**config.mk**
```make
export PLATFORM = sky130hd
export DESIGN_NAME = booth_pp_gen_pipe
export DESIGN_NICKNAME = d
export VERILOG_FILES = /design/src/rtl/booth_pp_gen_pipe.sv
export SDC_FILE = /design/constraint.sdc
export NUM_CORES = 2
export LEC_CHECK = 0
export ABC_AREA = 1
export CORE_AREA = 3 3 462 464
export CTS_CLUSTER_SIZE = 10
export DETAILED_ROUTE_END_ITERATION = 16
export DIE_AREA = 0 0 465 467
export GPL_ROUTABILITY_DRIVEN = 1
export PLACE_DENSITY_LB_ADDON = 0.12
export SLEW_MARGIN = 5
export SYNTH_ARGS = -nofsm -noshare
export SYNTH_HDL_FRONTEND = slang
export SYNTH_SLANG_ARGS = --single-unit
```
**constraint.sdc**
```tcl
create_clock -name mul_clk -period 2.5 [get_ports mul_clk]
set_input_delay 0.625 -clock mul_clk [delete_from_list [all_inputs] [get_ports mul_clk]]
set_output_delay 0.625 -clock mul_clk [all_outputs]
set_load 0.01 [all_outputs]
```
**src/rtl/booth_pp_gen_pipe.sv**
```systemverilog
// Two-stage radix-4 Booth partial-product generator feeding the Wallace tree.
// Stage 1 latches the extended multiplicand and one-hot Booth digits; stage 2 the shifted partial products.
module booth_pp_gen_pipe #(
  parameter int WIDTH = 32,
  parameter int TAG_W = 4
) (
  input  logic                                     mul_clk,
  input  logic                                     reset,
  input  logic                                     in_valid,
  output logic                                     in_ready,
  input  logic                                     in_signed,
  input  logic [WIDTH-1:0]                         in_a,
  input  logic [WIDTH-1:0]                         in_b,
  input  logic [TAG_W-1:0]                         in_tag,
  output logic                                     out_valid,
  input  logic                                     out_ready,
  output logic [(WIDTH/2+1)*(2*WIDTH+2)-1:0]       out_pp,
  output logic [TAG_W-1:0]                         out_tag
);

  localparam int NPP  = WIDTH / 2 + 1;
  localparam int PP_W = 2 * WIDTH + 2;

  typedef struct packed {
    logic zero;
    logic one;
    logic two;
    logic neg1;
    logic neg2;
  } booth_oh_t;

  logic                      e_a;
  logic                      e_b;
  logic [WIDTH:0]            a_ext_d;
  logic [WIDTH+2:0]          b_ext;
  booth_oh_t [NPP-1:0]       dig_d;

  logic                      s1_valid_q;
  logic [WIDTH:0]            s1_a_q;
  booth_oh_t [NPP-1:0]       s1_dig_q;
  logic [TAG_W-1:0]          s1_tag_q;

  logic                      s2_valid_q;
  logic [NPP*PP_W-1:0]       pp_d;
  logic [NPP*PP_W-1:0]       pp_q;
  logic [TAG_W-1:0]          tag_q;

  logic [PP_W-1:0]           a_sx;
  logic [PP_W-1:0]           sel;

  logic                      s1_ready;
  logic                      s2_ready;

  assign s2_ready  = ~s2_valid_q | out_ready;
  assign s1_ready  = ~s1_valid_q | s2_ready;
  assign in_ready  = s1_ready;
  assign out_valid = s2_valid_q;
  assign out_pp    = pp_q;
  assign out_tag   = tag_q;

  assign e_a     = in_signed & in_a[WIDTH-1];
  assign e_b     = in_signed & in_b[WIDTH-1];
  assign a_ext_d = {e_a, in_a};
  assign b_ext   = {e_b, e_b, in_b, 1'b0};

  always_comb begin
    for (int i = 0; i < NPP; i++) begin
      // NOTE: every bit gets a default before the case so no latch is inferred.
      dig_d[i] = '0;
      case (b_ext[2*i +: 3])
        3'b001, 3'b010: dig_d[i].one  = 1'b1;
        3'b011:         dig_d[i].two  = 1'b1;
        3'b100:         dig_d[i].neg2 = 1'b1;
        3'b101, 3'b110: dig_d[i].neg1 = 1'b1;
        default:        dig_d[i].zero = 1'b1;
      endcase
    end
  end

  // Negation is a full two's complement inside the PP_W field, so the tree needs no carry-in bits.
  always_comb begin
    a_sx = {{(PP_W-WIDTH-1){s1_a_q[WIDTH]}}, s1_a_q};
    pp_d = '0;
    sel  = '0;
    for (int i = 0; i < NPP; i++) begin
      if (s1_dig_q[i].zero)      sel = '0;
      else if (s1_dig_q[i].one)  sel = a_sx;
      else if (s1_dig_q[i].two)  sel = a_sx << 1;
      else if (s1_dig_q[i].neg1) sel = ~a_sx + 1'b1;
      else if (s1_dig_q[i].neg2) sel = ~(a_sx << 1) + 1'b1;
      else                       sel = '0;
      pp_d[i*PP_W +: PP_W] = sel << (2*i);
    end
  end

  always_ff @(posedge mul_clk) begin
    // NOTE: data registers are cleared too, so out_pp/out_tag read zero straight after reset.
    if (reset) begin
      s1_valid_q <= 1'b0;
      s1_a_q     <= '0;
      s1_dig_q   <= '0;
      s1_tag_q   <= '0;
      s2_valid_q <= 1'b0;
      pp_q       <= '0;
      tag_q      <= '0;
    end else begin
      // NOTE: non-blocking updates let both stages advance on the same edge without ordering races.
      if (s1_ready) s1_valid_q <= in_valid;
      if (in_valid && s1_ready) begin
        s1_a_q   <= a_ext_d;
        s1_dig_q <= dig_d;
        s1_tag_q <= in_tag;
      end
      if (s2_ready) s2_valid_q <= s1_valid_q;
      if (s1_valid_q && s2_ready) begin
        pp_q  <= pp_d;
        tag_q <= s1_tag_q;
      end
    end
  end

endmodule

```
==> flow_summary.ini <==
[place]
io_buffers = 928
place_ws_ns = -0.397
place_congestion = 0.947
dpl.hpwl_um = 244000

[synth]
ys_warn_count = 0
netlist_top_cells_count = nand2_1 (2458), a21oi_1 (1892), dfxtp_1 (975)
synthTopCellsByArea = dfxtp_1 (37%), a21oi_1 (18%), nand2_1 (18%), clkbuf_1 (4.6%), buf_4 (4.2%)
yosysMostFrequentCell = nand2_1
synth_area_leader_cell = dfxtp_1
yosysSeqAreaShare = 0.374
synth_cell_types = 42
yosysTopAreaCellShare = 0.374
syn_area_per_cell_sq_um = 6.50
syn-instance-count = 8040
synth_edf_count = 0
async_flop_share = 0
synth-main-ff-cell = dfxtp_1
yosys_register_bits = 975
syn_area_sq_um = 52300

[power_and_ir_drop]
p_comb_frac = 0.269
peakVddDrop_uv = 820
p_int_mw = 31.4
pwr-share-seq = 0.350
power.density_nw_per_um2 = 676
netSwitchingPower_mw = 17.3
power.total_mw = 48.7
leakagePower_nw = 28.7
clkPwrFrac = 0.380
netSwitchingFraction = 0.355

[layout]
drive_gt1_frac = 0.116
area_growth_pct = 37.7
final_core_util = 0.343
fin_nets = 9021

[sta]
layout_min_cycle_time_ns = 2.52
hold_viol_final = 0
drv_slew = 0
tightestPinTransition_ns = 1.02
fin_skew_ns = 0.0406
slew_headroom = 0.318
fin_tns_setup_ns = -0.0268
fmax_mhz = 398
holdWs_ns = 0.212
timing.final.ws_setup_ns = -0.0153
setup-violations-final = 2
period_share = 1.01
rsz0062_at_grt = true

[critical_path]
cp-start-kind = register
cp-end-kind = register
r2r_slack_ns = -0.02
cp.arrival_ns = 3.25
required_ns = 3.23
crit_fanout = 17
criticalPathCategory = register to register

[route]
viasPerCell = 5.34
wl_per_cell_um = 30.5
firstDrtPassIters = 7
dr.first_iter.drc_count = 8504
via_count = 63300
final_antenna_net_count = 0
wirelength_um = 361000
drc_errors = 0

[floorplan]
fp.coreArea_sq_um = 210000
die_area_sq_um = 217000
rows = 168
die_h_um = 467
die_w_um = 465
ioPinCount = 1201
initial_core_util = 0.249

[clocking]
htreeDepth = 4
cts.sinks = 975
max-clock-path-buffers = 3
cts_buffers = 132
cts_hold_buffers = 0
cts.clk_slew.worst_paths_ns = 0.06
cts_tree = built
worstSkewPairLatency_ns = 0.83
root_buffer = clkbuf_16

[global_route]
grt_pass1_wl_um = 478000
grt_max_degree = 148
antenna_found_initial = 40
globalRouteTotalUtil = 0.313
grt-ovfl-total = 0
grt_pass1_vias = 58000

[job]
max_cap_violations = 0

[min_path]
hold_path.class = primary input to register

[run_status]
violations = negative setup slack
status = complete, but fails checks
-- what timing repair did --
item	CTS	global route
endpoints found under the hold margin	0	0
endpoints found under the setup margin	319	520
setup buffers	5	10
pin swaps	5	24
cloned	0	8
gates resized for setup	166	130
-- cell families after synthesis --
kind of cell    count (synthesis)  share of synthesized area
other cells                     1                  0.0000718
xor+xnor                        4                   0.000671
flops                         975                      0.374
simple gates                 3202                      0.244
compound gates               2567                      0.265
fa+ha+maj                       2                   0.000479
buf+inv                      1289                      0.117
-- power by group through the flow --
| stage | logic, mW | clock network, mW | registers (mW) |
|---|---|---|---|
| global placement | 12.5 | 0 | 17.4 |
| finish | 13.1 | 18.5 | 17.1 |
| CTS | 12.5 | 19.0 | 17.1 |
| global route | 13.7 | 19.6 | 17.2 |
| floorplan | 5.88 | 0 | 17.4 |
| detailed placement | 12.5 | 0 | 17.4 |
-- path summary, 6_finish.rpt --
path,from,end,depth (start not counted)
setup / recovery,s1_a_q[28]$_SDFFE_PP0P_,out_pp[708]$_SDFFE_PP0P_,10
hold / removal,reset,out_pp[436]$_SDFFE_PP0P_,2
setup reg to reg,s1_a_q[28]$_SDFFE_PP0P_,out_pp[708]$_SDFFE_PP0P_,10
hold reg to reg,s1_dig_q[81]$_SDFFE_PP0P_,s1_dig_q[81]$_SDFFE_PP0P_,2
-- placed cells by master, fill, tap and decap left out, types with 98 or more instances in the layout --
master / netlist / routed
dfxtp_1: 975 / 940
buf_12: 0 / 118
nand2_1: 2458 / 2409
a21oi_1: 1892 / 1889
clkbuf_16: 0 / 140
clkdlybuf4s50_1: 0 / 826
inv_1: 140 / 134
nand3_1: 407 / 404
o21ai_0: 242 / 223
buf_4: 290 / 501
o22ai_1: 148 / 148
conb_1: 1 / 272
dlygate4sd2_1: 0 / 98
nor2_1: 261 / 240
-- per-layer routing --
metal	routed length, um	global-route usage
met5	140	0.000659
met2	153000	0.471
met1	139000	0.383
met4	28400	0.208
met3	40500	0.0969
-- critical path, cell delays in order (launching register included) --
cell and delay, ns:
dfxtp_1 0.39, buf_4 0.14, buf_4 0.53, clkinv_1 0.21, nand2_2 0.19, and2_4 0.29
buf_12 0.22, nand2_1 0.08, nand3_1 0.09, nand2_1 0.12, a21oi_1 0.15
-- layout make-up --
cell class / count / area, sq um
sequential: 975 / 19600
antenna: 24 / 60.1
multi-input combinational: 6047 / 28200
fill: 22800 / 138000
timing repair buffer: 1572 / 15700
inverter: 218 / 836
tap: 2805 / 3510
clock buffer: 180 / 3640
clock inverter: 33 / 459
-- registers in the layout, indices dropped and copies added, names as in the netlist --
name        flops
s1_dig_q       82
s1_a_q         33
out_valid       1
s1_tag_q        4
out_tag         4
out_pp        850
s1_valid_q      1
-- stage by stage --
stage	cell area [sq um]	cells
4_1_cts	71200	11800
5_1_grt	71900	11800
2_1_floorplan	53300	8311
3_5_place_dp	67000	11600
6_report	72000	11900
3_3_place_gp	67000	11600
Power figures use the tool's default switching activity.
